===== config.mk =====
export PLATFORM = sky130hd
export DESIGN_NAME = mem_ring_responder
export DESIGN_NICKNAME = d
export VERILOG_FILES = /design/src/rtl/mem_ring_responder.sv
export SDC_FILE = /design/constraint.sdc
export NUM_CORES = 1
export LEC_CHECK = 0
export ABC_CLOCK_PERIOD_IN_PS = 12000
export BUFFER_PORTS_ARGS = -buffer_cell sky130_fd_sc_hd__buf_4
export CAP_MARGIN = 10
export CORE_MARGIN = 2
export CORE_UTILIZATION = 62
export CTS_BUF_LIST = sky130_fd_sc_hd__clkbuf_16
export CTS_CLUSTER_DIAMETER = 150
export DETAILED_ROUTE_END_ITERATION = 8
export GPL_ROUTABILITY_DRIVEN = 0
export HOLD_SLACK_MARGIN = 0.05
export MAX_ROUTING_LAYER = met4
export PLACE_DENSITY = 0.81
export SYNTH_ARGS = -nofsm -noshare
export SYNTH_HDL_FRONTEND = slang
export SYNTH_SLANG_ARGS = --single-unit
export TNS_END_PERCENT = 1

===== constraint.sdc =====
create_clock -name clock -period 12 [get_ports clock]
set_input_delay 0 -clock clock [delete_from_list [all_inputs] [get_ports clock]]
set_output_delay 0 -clock clock [all_outputs]
set_load 0.02 [all_outputs]

===== src/rtl/mem_ring_responder.sv =====
// mem_ring_responder: memory-side endpoint of the coherent cache ring.
// Occupies one registered stage of the main ring. Consumes second-pass line
// reads into a request FIFO and collects write-back bursts into line buffers.
// A single memory engine commits writes ahead of reads and returns read lines
// on the RD return ring, which this block alone drives.
// Optional build macro: MEMRESP_GRANT_EXCL_EN. When it is defined, a second-pass
// noData+exclusive read is answered in place with a GrantExclusive slot.
// WQ_LINES must be at least 2 and RQ_DEPTH must be a power of 2.
//
// Engine states:
//   state   | meaning
//   IDLE    | nothing in progress; picks a ready write first, then a queued read
//   WR_REQ  | write request presented for the oldest ready line buffer
//   WR_DATA | streaming 8 write beats from that buffer on memWNext
//   RD_REQ  | read request presented for the FIFO head line
//   RD_DATA | forwarding 8 read beats to the head requester on the RD ring
module mem_ring_responder #(
    parameter int         RQ_DEPTH = 8,
    parameter int         WQ_LINES = 2,
    parameter logic [3:0] MY_ID    = 4'd0
) (
    input  logic        clock,
    input  logic        reset,
    input  logic [31:0] RingIn,
    input  logic [3:0]  SlotTypeIn,
    input  logic [3:0]  SourceIn,
    output logic [31:0] RingOut,
    output logic [3:0]  SlotTypeOut,
    output logic [3:0]  SourceOut,
    output logic [31:0] RDreturn,
    output logic [3:0]  RDdest,
    output logic        memReq,
    output logic        memWrite,
    output logic [27:0] memLine,
    input  logic        memAck,
    output logic [31:0] memWData,
    input  logic        memWNext,
    input  logic [31:0] memRData,
    input  logic        memRValid,
    output logic        wbOverflow,
    output logic        busy
);

    localparam logic [3:0] SLOT_NULL       = 4'd0;
    localparam logic [3:0] SLOT_ADDRESS    = 4'd1;
    localparam logic [3:0] SLOT_WRITE_DATA = 4'd2;
    localparam logic [3:0] SLOT_GRANT_EXCL = 4'd3;

    localparam int RQ_AW = $clog2(RQ_DEPTH);
    localparam int WQ_AW = (WQ_LINES > 1) ? $clog2(WQ_LINES) : 1;
    localparam logic [RQ_AW:0] RQ_FULL_COUNT = (RQ_AW + 1)'(RQ_DEPTH);

    typedef enum logic [2:0] {IDLE, WR_REQ, WR_DATA, RD_REQ, RD_DATA} engState_t;

    engState_t state, nextState;
    logic [2:0] engBeat;
    logic       beatInc, wrDone, rdDone;

    // Read request FIFO: {requester, line}
    logic [3:0]       rqSrc  [RQ_DEPTH];
    logic [27:0]      rqLine [RQ_DEPTH];
    logic [RQ_AW-1:0] rqWr, rqRd;
    logic [RQ_AW:0]   rqCount;
    logic             rqFull, rqEmpty;

    // Write line buffers, allocated and committed in arrival order
    logic [31:0]         wbData [WQ_LINES][8];
    logic [27:0]         wbLine [WQ_LINES];
    logic [WQ_LINES-1:0] wbValid, wbReady;
    logic [WQ_AW-1:0]    allocPtr, commitPtr, fillIdx;
    logic                fillValid;
    logic [2:0]          fillBeat;

    logic [31:0] nxtRing;
    logic [3:0]  nxtType, nxtSrc;
    logic        pushReq, wdAccept, waAccept, grantHit;
    logic        unusedBits;

    assign unusedBits = ^{MY_ID, RingIn[30:29]};

    assign rqFull  = (rqCount == RQ_FULL_COUNT);
    assign rqEmpty = (rqCount == '0);
    assign busy    = !rqEmpty || (|wbValid) || (state != IDLE);

`ifdef MEMRESP_GRANT_EXCL_EN
    assign grantHit = RingIn[30] & RingIn[29];
`else
    assign grantHit = 1'b0;
`endif

    function automatic logic [WQ_AW-1:0] nextWq(input logic [WQ_AW-1:0] p);
        if (p == WQ_AW'(WQ_LINES - 1)) return '0;
        return p + 1'b1;
    endfunction

    // Ring stage decode: decide what leaves the stage and what is captured
    always_comb begin
        nxtRing  = RingIn;
        nxtType  = SlotTypeIn;
        nxtSrc   = SourceIn;
        pushReq  = 1'b0;
        wdAccept = 1'b0;
        waAccept = 1'b0;
        if (SlotTypeIn == SLOT_ADDRESS) begin
            if (RingIn[28]) begin
                if (!RingIn[31]) begin
                    // first pass only marks the slot so snoops see a full lap
                    nxtRing[31] = 1'b1;
                end else if (grantHit) begin
                    nxtType = SLOT_GRANT_EXCL;
                    nxtRing = {4'd0, RingIn[27:0]};
                end else if (!rqFull) begin
                    nxtType = SLOT_NULL;
                    nxtRing = '0;
                    nxtSrc  = '0;
                    pushReq = 1'b1;
                end
            end else if (!RingIn[31]) begin
                nxtType  = SLOT_NULL;
                nxtRing  = '0;
                nxtSrc   = '0;
                waAccept = 1'b1;
            end
        end else if (SlotTypeIn == SLOT_WRITE_DATA) begin
            nxtType  = SLOT_NULL;
            nxtRing  = '0;
            nxtSrc   = '0;
            wdAccept = 1'b1;
        end
    end

    // Ring output register
    always_ff @(posedge clock) begin
        if (reset) begin
            RingOut     <= '0;
            SlotTypeOut <= SLOT_NULL;
            SourceOut   <= '0;
        end else begin
            RingOut     <= nxtRing;
            SlotTypeOut <= nxtType;
            SourceOut   <= nxtSrc;
        end
    end

    // Read request FIFO storage and occupancy
    always_ff @(posedge clock) begin
        if (reset) begin
            rqWr    <= '0;
            rqRd    <= '0;
            rqCount <= '0;
        end else begin
            if (pushReq) begin
                rqSrc[rqWr]  <= SourceIn;
                rqLine[rqWr] <= RingIn[27:0];
                rqWr         <= rqWr + 1'b1;
            end
            if (rdDone) rqRd <= rqRd + 1'b1;
            case ({pushReq, rdDone})
                2'b10:   rqCount <= rqCount + 1'b1;
                2'b01:   rqCount <= rqCount - 1'b1;
                default: rqCount <= rqCount;
            endcase
        end
    end

    // Write burst capture into line buffers; a burst whose first beat finds
    // no free buffer is dropped whole and flagged
    always_ff @(posedge clock) begin
        if (reset) begin
            wbValid    <= '0;
            wbReady    <= '0;
            allocPtr   <= '0;
            commitPtr  <= '0;
            fillIdx    <= '0;
            fillValid  <= 1'b0;
            fillBeat   <= '0;
            wbOverflow <= 1'b0;
        end else begin
            if (wrDone) begin
                wbValid[commitPtr] <= 1'b0;
                wbReady[commitPtr] <= 1'b0;
                commitPtr          <= nextWq(commitPtr);
            end
            if (wdAccept) begin
                fillBeat <= fillBeat + 1'b1;
                if (fillValid) begin
                    wbData[fillIdx][fillBeat] <= RingIn;
                end else if (fillBeat == 3'd0) begin
                    if (!wbValid[allocPtr]) begin
                        wbValid[allocPtr]   <= 1'b1;
                        wbData[allocPtr][0] <= RingIn;
                        fillIdx             <= allocPtr;
                        fillValid           <= 1'b1;
                        allocPtr            <= nextWq(allocPtr);
                    end else begin
                        wbOverflow <= 1'b1;
                    end
                end
            end
            if (waAccept) begin
                fillBeat <= '0;
                if (fillValid) begin
                    wbReady[fillIdx] <= 1'b1;
                    wbLine[fillIdx]  <= RingIn[27:0];
                    fillValid        <= 1'b0;
                end
            end
        end
    end

    // Engine state, beat counter and RD return register
    always_ff @(posedge clock) begin
        if (reset) begin
            state    <= IDLE;
            engBeat  <= '0;
            RDdest   <= '0;
            RDreturn <= '0;
        end else begin
            state <= nextState;
            if (beatInc) engBeat <= engBeat + 1'b1;
            if (state == RD_DATA && memRValid) begin
                RDdest   <= rqSrc[rqRd];
                RDreturn <= memRData;
            end else begin
                RDdest   <= '0;
                RDreturn <= '0;
            end
        end
    end

    // Engine next-state and memory port outputs
    always_comb begin
        nextState = state;
        memReq    = 1'b0;
        memWrite  = 1'b0;
        memLine   = '0;
        memWData  = '0;
        beatInc   = 1'b0;
        wrDone    = 1'b0;
        rdDone    = 1'b0;
        case (state)
            IDLE: begin
                if (wbReady[commitPtr]) nextState = WR_REQ;
                else if (!rqEmpty && !(|wbValid)) nextState = RD_REQ;
            end
            WR_REQ: begin
                memReq   = 1'b1;
                memWrite = 1'b1;
                memLine  = wbLine[commitPtr];
                if (memAck) nextState = WR_DATA;
            end
            WR_DATA: begin
                memWData = wbData[commitPtr][engBeat];
                if (memWNext) begin
                    beatInc = 1'b1;
                    if (engBeat == 3'd7) begin
                        wrDone    = 1'b1;
                        nextState = IDLE;
                    end
                end
            end
            RD_REQ: begin
                memReq  = 1'b1;
                memLine = rqLine[rqRd];
                if (memAck) nextState = RD_DATA;
            end
            RD_DATA: begin
                if (memRValid) begin
                    beatInc = 1'b1;
                    if (engBeat == 3'd7) begin
                        rdDone    = 1'b1;
                        nextState = IDLE;
                    end
                end
            end
            default: nextState = IDLE;
        endcase
    end

endmodule


### Word level (Yosys, flattened, before mapping)

Memories as Yosys holds them, arrays and structs flattened. A register that Yosys moved wholly into a read port is not among the register bits.
Cells that the tools add are included.
Widths: inputs -> output; s select.

| word-level totals | value |
|---|---|
| flip-flop bits (word level) | 100 |
| input port bits | 77 |
| output and inout port bits | 140 |
| latch bits | 0 |
| memories | 4 |
| bits in writable memories | 824 |
| ROM bits | 0 |

| cells by class | value |
|---|---|
| div/mod/pow operators | 0 |
| shift operators | 0 |
| bitwise operators | 10 |
| multiply operators | 0 |
| reduce and logical (&&, ||, !) cells | 23 |
| add/sub/neg operators | 8 |
| magnitude comparators | 9 |
| muxes and demuxes | 116 |
| eq/ne operators | 15 |

Memory list:

| name | words | bits a word | read ports | clocked after memory_dff | wr ports | RTL line | text |
|---|---|---|---|---|---|---|---|
| wbData | 2 | 256 | 1 | 1 | 1 | 67 | `logic [31:0] wbData [WQ_LINES][8];` |
| rqLine | 8 | 28 | 1 | 1 | 1 | 61 | `logic [27:0] rqLine [RQ_DEPTH];` |
| wbLine | 2 | 28 | 1 | 1 | 1 | 68 | `logic [27:0] wbLine [WQ_LINES];` |
| rqSrc | 8 | 4 | 1 | 1 | 1 | 60 | `logic [3:0] rqSrc [RQ_DEPTH];` |

Operators with widths:

| operator | count |
|---|---|
| $mux 256 | 3 |
| $mux 32 | 9 |
| $reduce_or 256->1 | 1 |
| $bmux 32 s3 | 1 |
| $demux 32 s3 | 1 |
| $mux 1 | 63 |
| $pmux 28 s2 | 1 |
| $mux 4 | 12 |
| $mux 31 | 1 |
| $mux 3 | 9 |
| $mux 2 | 10 |
| $pmux 3 s5 | 1 |
| $add 3x1->3 const B | 4 |
| $ge 4x4->1 const B | 2 |
| $ne 2x2->1 const B | 4 |
| $not 3->4 | 2 |
| $pmux 4 s2 | 1 |
| $reduce_and 4->1 | 2 |
| $reduce_or 2->1 | 4 |
| $eq 3x2->1 const B | 2 |
| $eq 3x3->1 const B | 2 |
| $logic_and 1x1->1 | 6 |
| $logic_not 3->1 | 2 |
| $lt 1x2->1 const B | 3 |
| other kinds (24) | 35 |

### Logic depth before layout (Yosys ltp)

Gate-level depths: netlist (run 1).

| logic depth | value |
|---|---|
| depth after elaboration | 13 |
| mapped depth | 11 |
| mapped depth without buffers | 11 |

### Worst setup path after synthesis (run 1)

OpenSTA, ideal clock, no wires.

| timing path | value |
|---|---|
| kind | register to register |
| start point | register rqCount[1] |
| end point | memory rqLine[2][0] (enable) |
| slack | 8.049 ns |
| arrival | 3.490 ns |
| stages on the path, launching flop included | 5 |
| clock period less this slack | 3.951 ns |
| path buffers | 0 |
| cell sequence | dfxtp_1 or4b_4 nand3_1 or3b_2 nor3_1 |

| on the way | value |
|---|---|
| word-level cells in the longest chain between the ends | 8 |

RTL lines:

| element | RTL line | text |
|---|---|---|
| start, declared | 63 | `logic [RQ_AW:0] rqCount;` |
| start signal, assigned | 159 | `2'b10: rqCount <= rqCount + 1'b1;` |
| start signal, assigned | 160 | `2'b01: rqCount <= rqCount - 1'b1;` |
| start signal, assigned | 161 | `default: rqCount <= rqCount;` |
| $eq 4x4->1 | 81 | `assign rqFull = (rqCount == RQ_FULL_COUNT);` |
| $mux 1 | 112 | `end else if (!rqFull) begin` |
| $mux 1 | 106 | `if (!RingIn[31]) begin` |
| $mux 1 | 105 | `if (RingIn[28]) begin` |
| $mux 1 | 104 | `if (SlotTypeIn == SLOT_ADDRESS) begin` |
| $mux 1 | 152 | `if (pushReq) begin` |
| $mux 1 | 147 | `if (reset) begin` |
| $mux 1 (not written as such) | 154 | `rqLine[rqWr] <= RingIn[27:0];` |
| end, declared | 61 |  |

No other way between the ends.

==> results of run 1 <==
==> worst max-delay path by stage <==
| stage | slack (ns) | endpoint | cells after the start | start |
|---|---|---|---|---|
| after floorplan | 8.05 | rqLine[2][0] | 4 | rqCount[1] |
| after global placement | 8.31 | memWData[19] | 6 | register |
| after detailed placement | 8.27 | memWData[17] | 6 | register |
| after CTS | 7.58 | memWData[16] | 6 | register |
| after global routing | 7.38 | memWData[19] | 6 | register |
| final | 7.64 | memWData[16] | 6 | register |
==> registers in the layout (all words and copies together), names as in the netlist, 2 cells and up, named ones only <==
name         cells
RDdest           4
RDreturn        32
RingOut         32
SlotTypeOut      4
SourceOut        4
engBeat          3
fillBeat         3
rqCount          4
rqLine         224
rqRd             3
rqSrc           32
rqWr             3
state            3
wbData         512
wbLine          56
wbReady          2
wbValid          2
==> report_power, final <==
part / leakage [nW] / internal [W] / switching, W
clock: 1.44 / 0.00154 / 0.00115
sequential: 8.29 / 0.00354 / 0.0000297
combinational: 3.74 / 0.000206 / 0.000293
==> worst max-delay path, delay by kind of cell, from the launching register on <==
family / cells / cell delay (ns)
buf+inv: 3 / 1.63
flops: 1 / 0.86
compound gates: 2 / 0.58
mux: 1 / 0.60
==> cell type report <==
cell class | instances | area (µm²)
sequential | 932 | 26920
clock inverter | 66 | 445.4
clock buffer | 94 | 2352
inverter | 9 | 33.78
fill | 3035 | 14250
timing repair buffer | 337 | 2735
antenna | 2 | 5.005
tap | 748 | 935.9
multi-input combinational | 635 | 7521
==> cell usage after synthesis, drive strengths merged (2+ instances only) <==
| cell | number |
|---|---|
| edfxtp | 824 |
| mux4 | 192 |
| dfxtp | 108 |
| and2 | 68 |
| clkbuf | 55 |
| nor2 | 51 |
| nor3 | 36 |
| buf | 35 |
| nor2b | 35 |
| a221o | 32 |
| a22o | 32 |
| a211oi | 29 |
| o22ai | 29 |
| nand2 | 21 |
| a21oi | 16 |
| mux2i | 10 |
| ha | 9 |
| inv | 9 |
| nand3 | 9 |
| xor2 | 9 |
| nand2b | 7 |
| and3 | 4 |
| or3 | 4 |
| or4 | 4 |
| mux2 | 3 |
| nand4 | 3 |
| o21ai | 3 |
| o32ai | 3 |
| or4b | 3 |
| a31o | 2 |
| a31oi | 2 |
| nand3b | 2 |
| nor3b | 2 |
| nor4b | 2 |
| o31ai | 2 |
| or3b | 2 |
| xnor2 | 2 |
==> per-layer routing <==
metal | routed length [µm] | track usage | vias to the layer above
li1 | - | - | 7532
met1 | 29910 | 0.3935 | 9518
met2 | 43080 | 0.4991 | 1092
met3 | 7117 | 0.04472 | 197
met4 | 3190 | 0.1240 | 0
met5 | 0 | - | -
==> cells by family after synthesis <==
family	count (synthesis)
muxes	205
xor gates and xnor gates	11
AOI/OAI and AO/OA	154
buffers and inverters	99
and+or+nand+nor	256
DFF	932
adders and majority gates	9
==> timing repair <==
item / CTS / global route
hold endpoints to repair: 932 / 0
setup buffers: 0 / 0
hold buffers: 82 / 0
==> metrics by stage <==
stage / instances / util / area [µm²]
3_5_place_dp: 2579 / 0.6762 / 37330
6_report: 2823 / 0.7418 / 40950
4_1_cts: 2821 / 0.7417 / 40940
2_1_floorplan: 1666 / - / 34710
3_3_place_gp: 2579 / 0.6762 / 37330
5_1_grt: 2823 / 0.7418 / 40950
==> results.yml, run 1 <==
outcome:
  outcome: "finished clean"
logic_synthesis:
  yosys.area_share.adder: 0.003245
  synth_area_per_cell_um2: 20.83
  synth-compound-area-share: 0.03522
  synth_xor_area_frac: 0.002776
  ys_warn_count: 0
  yosysTopAreaCell: "edfxtp_1"
  synth_async_sr_flop_share: 0
  syn-num-nets: 1752
  synth_edf_count: 824
  netlist.area_leader.share: 0.7130
  synthMuxAreaShare: 0.1285
  yosys.area_share.simple: 0.04182
  ys.flop_type: "edfxtp_1"
  syn-instance-count: 1666
  synth_top_family_by_area: "multiplexers"
  syn_area_mm2: 0.03471
  ys_seq_elements: 932
  synth_area_leaders: "edfxtp_1 71%, mux4_2 12%, dfxtp_1 6.2%, and2_1 1.2%, a221o_1 0.92%"
  yosysUniqueCellTypes: 53
  synth_seq_area_share: 0.7753
worst_hold_path:
  min_from: "memRData[21]"
  min_path_cells: 3
  holdPathEnd: "RDreturn[21]"
  hp-class: "in -> reg"
sta:
  drv_slew: 0
  max_slew_margin: 0.3088
  tns_ns: 0
  finalCriticalPeriod_ns: 4.363
  worst_slew_pin_slew_ns: 1.037
  rsz0062_at_grt: "no"
  period_share: 0.3636
  fmax_mhz: 229.2
  finClkSkew_ns: 0.02021
  finalSetupViolCount: 0
  fin_hold_ws_ns: 0.1261
  hold_viol: 0
  setup_slack_ns: 7.637
detailed_routing:
  first_pass_iters: 5
  postRouteWirelength_um: 83300
  wl_per_cell_um: 29.51
  first_iter_violations: 2292
  vias: 18340
  vias_per_cell: 6.496
  antenna_left: 0
  drt_drc_violations_left: 0
critical_path:
  ff2ff_setup_slack_ns: 8.51
  crit_top_cell: "buf_4"
  endpoint_kind: "primary output"
  start_kind: "register"
  slowest_delay_ns: 0.86
  required_ns: 12.00
  worstPathArrival_ns: 4.36
  r2r_start: "engBeat[0]"
  slowest_stage: "dfxtp_4"
  r2r_cells: 11
  criticalPathCategory: "reg -> out"
  worst-path-max-fanout: 57
  cp_cell_sequence: "buf_4, buf_4, mux4_2, a22o_1, a221o_1, buf_4"
  reg2reg_to: "rqCount[2]"
pwr:
  p_leak_nw: 13.47
  fin_total_pwr_w: 0.006754
  power_density_mw_per_mm2: 164.9
  irDropWorstVdd_mv: 0.1182
floorplan:
  initial_core_util: 0.6287
  core_mm2: 0.05520
  dieArea_mm2: 0.05789
  dieWidth_um: 240.6
  ioPinCount: 217
  die_h_um: 240.6
  rows: 86
global_route:
  grt_overflow_total: 0
  antenna_found_initial: 2
  gr-usage-all-layers: 0.3058
  grt_pass1_wl_um: 123100
  grt_pass1_vias: 19240
  grt_max_degree: 69
cts:
  clock_sink_count: 932
  root_buffer: "clkbuf_16"
  cts_resized: 0
  htreeDepth: 3
  ctsLongestPathBuffers: 3
  clk_latency_ns: 0.63
  numCtsBuffers: 88
  cts_tree: "built"
  clk_pin_slew_ns: 0.06
place:
  dp_slack_ns: 8.272
  io_buffers: 216
  dp_hpwl_um: 40690
layout:
  drive_gt1_frac: 0.2952
  layout_commonest_cell: "edfxtp_1"
  layout_common_cells: "824 x edfxtp_1, 255 x buf_4, 192 x mux4_2"
  area_delta_synth_final_pct: 17.99
  finalNetCount: 2089
job:
  max-cap-violations: 0
Note: power is estimated with default switching activity, not from simulation.
==> inputs of run 2 (changes only) <==
--- a/config.mk
+++ b/config.mk
@@ -5,18 +5,18 @@
 export SDC_FILE = /design/constraint.sdc
 export NUM_CORES = 1
 export LEC_CHECK = 0
-export ABC_CLOCK_PERIOD_IN_PS = 12000
+export ABC_CLOCK_PERIOD_IN_PS = 4130
 export BUFFER_PORTS_ARGS = -buffer_cell sky130_fd_sc_hd__buf_4
 export CAP_MARGIN = 10
 export CORE_MARGIN = 2
-export CORE_UTILIZATION = 62
+export CORE_UTILIZATION = 60
 export CTS_BUF_LIST = sky130_fd_sc_hd__clkbuf_16
 export CTS_CLUSTER_DIAMETER = 150
 export DETAILED_ROUTE_END_ITERATION = 8
 export GPL_ROUTABILITY_DRIVEN = 0
 export HOLD_SLACK_MARGIN = 0.05
 export MAX_ROUTING_LAYER = met4
-export PLACE_DENSITY = 0.81
+export PLACE_DENSITY = 0.79
 export SYNTH_ARGS = -nofsm -noshare
 export SYNTH_HDL_FRONTEND = slang
 export SYNTH_SLANG_ARGS = --single-unit
==> constraint.sdc (replaced) <==
create_clock -name clock -period 4.13 [get_ports clock]
set_input_delay 0 -clock clock [delete_from_list [all_inputs] [get_ports clock]]
set_output_delay 0 -clock clock [all_outputs]
set_load 0.02 [all_outputs]
==> results.yml, run 2 (same netlist as run 1, synthesis figures left out) <==
layout:
  fillerInstances: 3264
  finalNetCount: 2101
  drive_gt1_frac: 0.3030
  biggestRegsByFlops: "wbData (512), rqLine (224), wbLine (56)"
  largest_register: "wbData"
  largest_register_ffs: 512
  layout_commonest_cell: "edfxtp_1"
  layout_common_cells: "824 x edfxtp_1, 263 x buf_4, 192 x mux4_2"
  area_delta_synth_final_pct: 18.55
  final_area_mm2: 0.04114
floorplan:
  rows: 88
  dieWidth_um: 244.5
  dieArea_mm2: 0.05978
  core_mm2: 0.05748
  initial_core_util: 0.6038
  ioPinCount: 217
  die_h_um: 244.5
sta:
  max_slew_margin: 0.2803
  rsz0062_at_grt: "no"
  finalSetupViolCount: 0
  fmax_mhz: 296.0
  worst_slew_pin_slew_ns: 1.077
  finalCriticalPeriod_ns: 3.378
  finClkSkew_ns: 0.01634
  period_share: 0.8180
  tns_ns: 0
  drv_slew: 0
  hold_viol: 0
detailed_routing:
  highest_layer: "met4"
  m1WireLength_um: 30420
  antenna_left: 0
  postRouteWirelength_um: 81930
  vias: 18210
  drt_drc_violations_left: 0
  first_iter_violations: 1891
  first_pass_iters: 5
  wl_per_cell_um: 28.70
  dr_wl_met3_um: 6217
  wl_met2_um: 42770
  vias_per_cell: 6.378
critical_path:
  r2r_cells: 11
  slowest_delay_ns: 0.56
  criticalPathCategory: "reg -> out"
  r2r_start: "engBeat[0]"
  worst-path-max-fanout: 32
  reg2reg_to: "rqCount[2]"
  start_kind: "register"
  ff2ff_setup_slack_ns: 1.19
  slowest_stage: "dfxtp_1"
  crit_top_cell: "buf_4"
  cp_cell_sequence: "buf_4, nor3b_2, nor3b_4, buf_4, a22o_1, a221o_1, buf_4"
  worstPathArrival_ns: 3.38
  endpoint_kind: "primary output"
  required_ns: 4.13
cts:
  ctsLongestPathBuffers: 3
  cts_hold_buf: 82
  numCtsBuffers: 90
  cts_tree: "built"
  clock_sink_count: 932
  clk_pin_slew_ns: 0.06
  cts_setup_buffers: 0
  root_buffer: "clkbuf_16"
  cts_resized: 0
  clk_latency_ns: 0.64
  htreeDepth: 3
place:
  dp_hpwl_um: 42210
  io_buffers: 216
  postPlaceCellArea_mm2: 0.03745
global_route:
  grt_max_degree: 57
  grt_overflow_total: 0
  antenna_found_initial: 1
  grt_pass1_vias: 18880
  grt_pass1_wl_um: 121700
  gr-usage-all-layers: 0.2894
pwr:
  power_density_mw_per_mm2: 481.7
  irDropWorstVdd_mv: 0.4990
  p_leak_nw: 13.58
worst_hold_path:
  min_from: "memRData[24]"
  hp-class: "in -> reg"
  holdPathEnd: "RDreturn[24]"
  min_path_cells: 3
job:
  max-cap-violations: 0
outcome:
  outcome: "finished clean"
run 2: cell count changes in the layout (fill, tap and decap cells not counted), sizes merged:
cell      previous run  this run
buf                255       265
inv                 30        35
bufinv               6         8
clkbuf              94        92
clkinvlp             3         4
diode                2         1
run 2: metal layers:
metal,track usage,vias up
met2,0.4773,962
met3,0.04269,154
li1,-,7557
met4,0.1004,0
met5,-,-
met1,0.3742,9537
run 2: how the worst max path moves through the flow:
stage | from | to | slack (ns) | depth (start not counted)
6_report | state[1] | memWData[2] | 0.75 | 7
5_1_grt | state[1] | memWData[19] | 0.64 | 7
4_1_cts | state[1] | memWData[2] | 0.76 | 7
3_5_place_dp | SlotTypeIn[2] | wbData[1][252] | 1.25 | 5
3_3_place_gp | SlotTypeIn[2] | wbData[1][252] | 1.29 | 5
2_1_floorplan | rqCount[1] | rqLine[2][0] | 0.18 | 4
run 2: layout make-up:
cell class,instances,area (µm²),share of cell area
Antenna cell,1,2.502,0.00006082
Clock buffer,92,2302,0.05596
Clock inverter,74,568.0,0.01381
Inverter,9,33.78,0.0008211
Multi-Input combinational cell,635,7523,0.1829
Sequential cell,932,26920,0.6543
Tap cell,765,957.2,0.02326
Timing Repair Buffer,347,2835,0.06891
run 2: critical path, delay by kind of cell, from the launching register on:
| kind | cells | cell delay (ns) |
|---|---|---|
| simple gates | 2 | 0.66 |
| compound gates | 2 | 0.47 |
| buf+inv | 3 | 1.04 |
| flops | 1 | 0.56 |
run 2: report_power, final:
group	internal, W	total (W)	switching [W]	leakage (nW)
Combinational	0.000599	0.00147	0.000871	3.80
Clock	0.00455	0.00802	0.00347	1.49
Sequential	0.0103	0.0103	0.0000581	8.29
run 2: stage by stage:
stage                     hold slack, ns  utilization  power, W  instances  setup WS (ns)
after floorplan                  0.09870            -   0.01128       1666         0.1791
after global placement            0.2024       0.6516   0.01189       2606          1.287
after detailed placement          0.2055       0.6516   0.01192       2606          1.250
after CTS                        0.08871       0.7158   0.01992       2854         0.7584
after global routing              0.1112       0.7158   0.02035       2855         0.6438
final                             0.1078       0.7158   0.01982       2855         0.7519
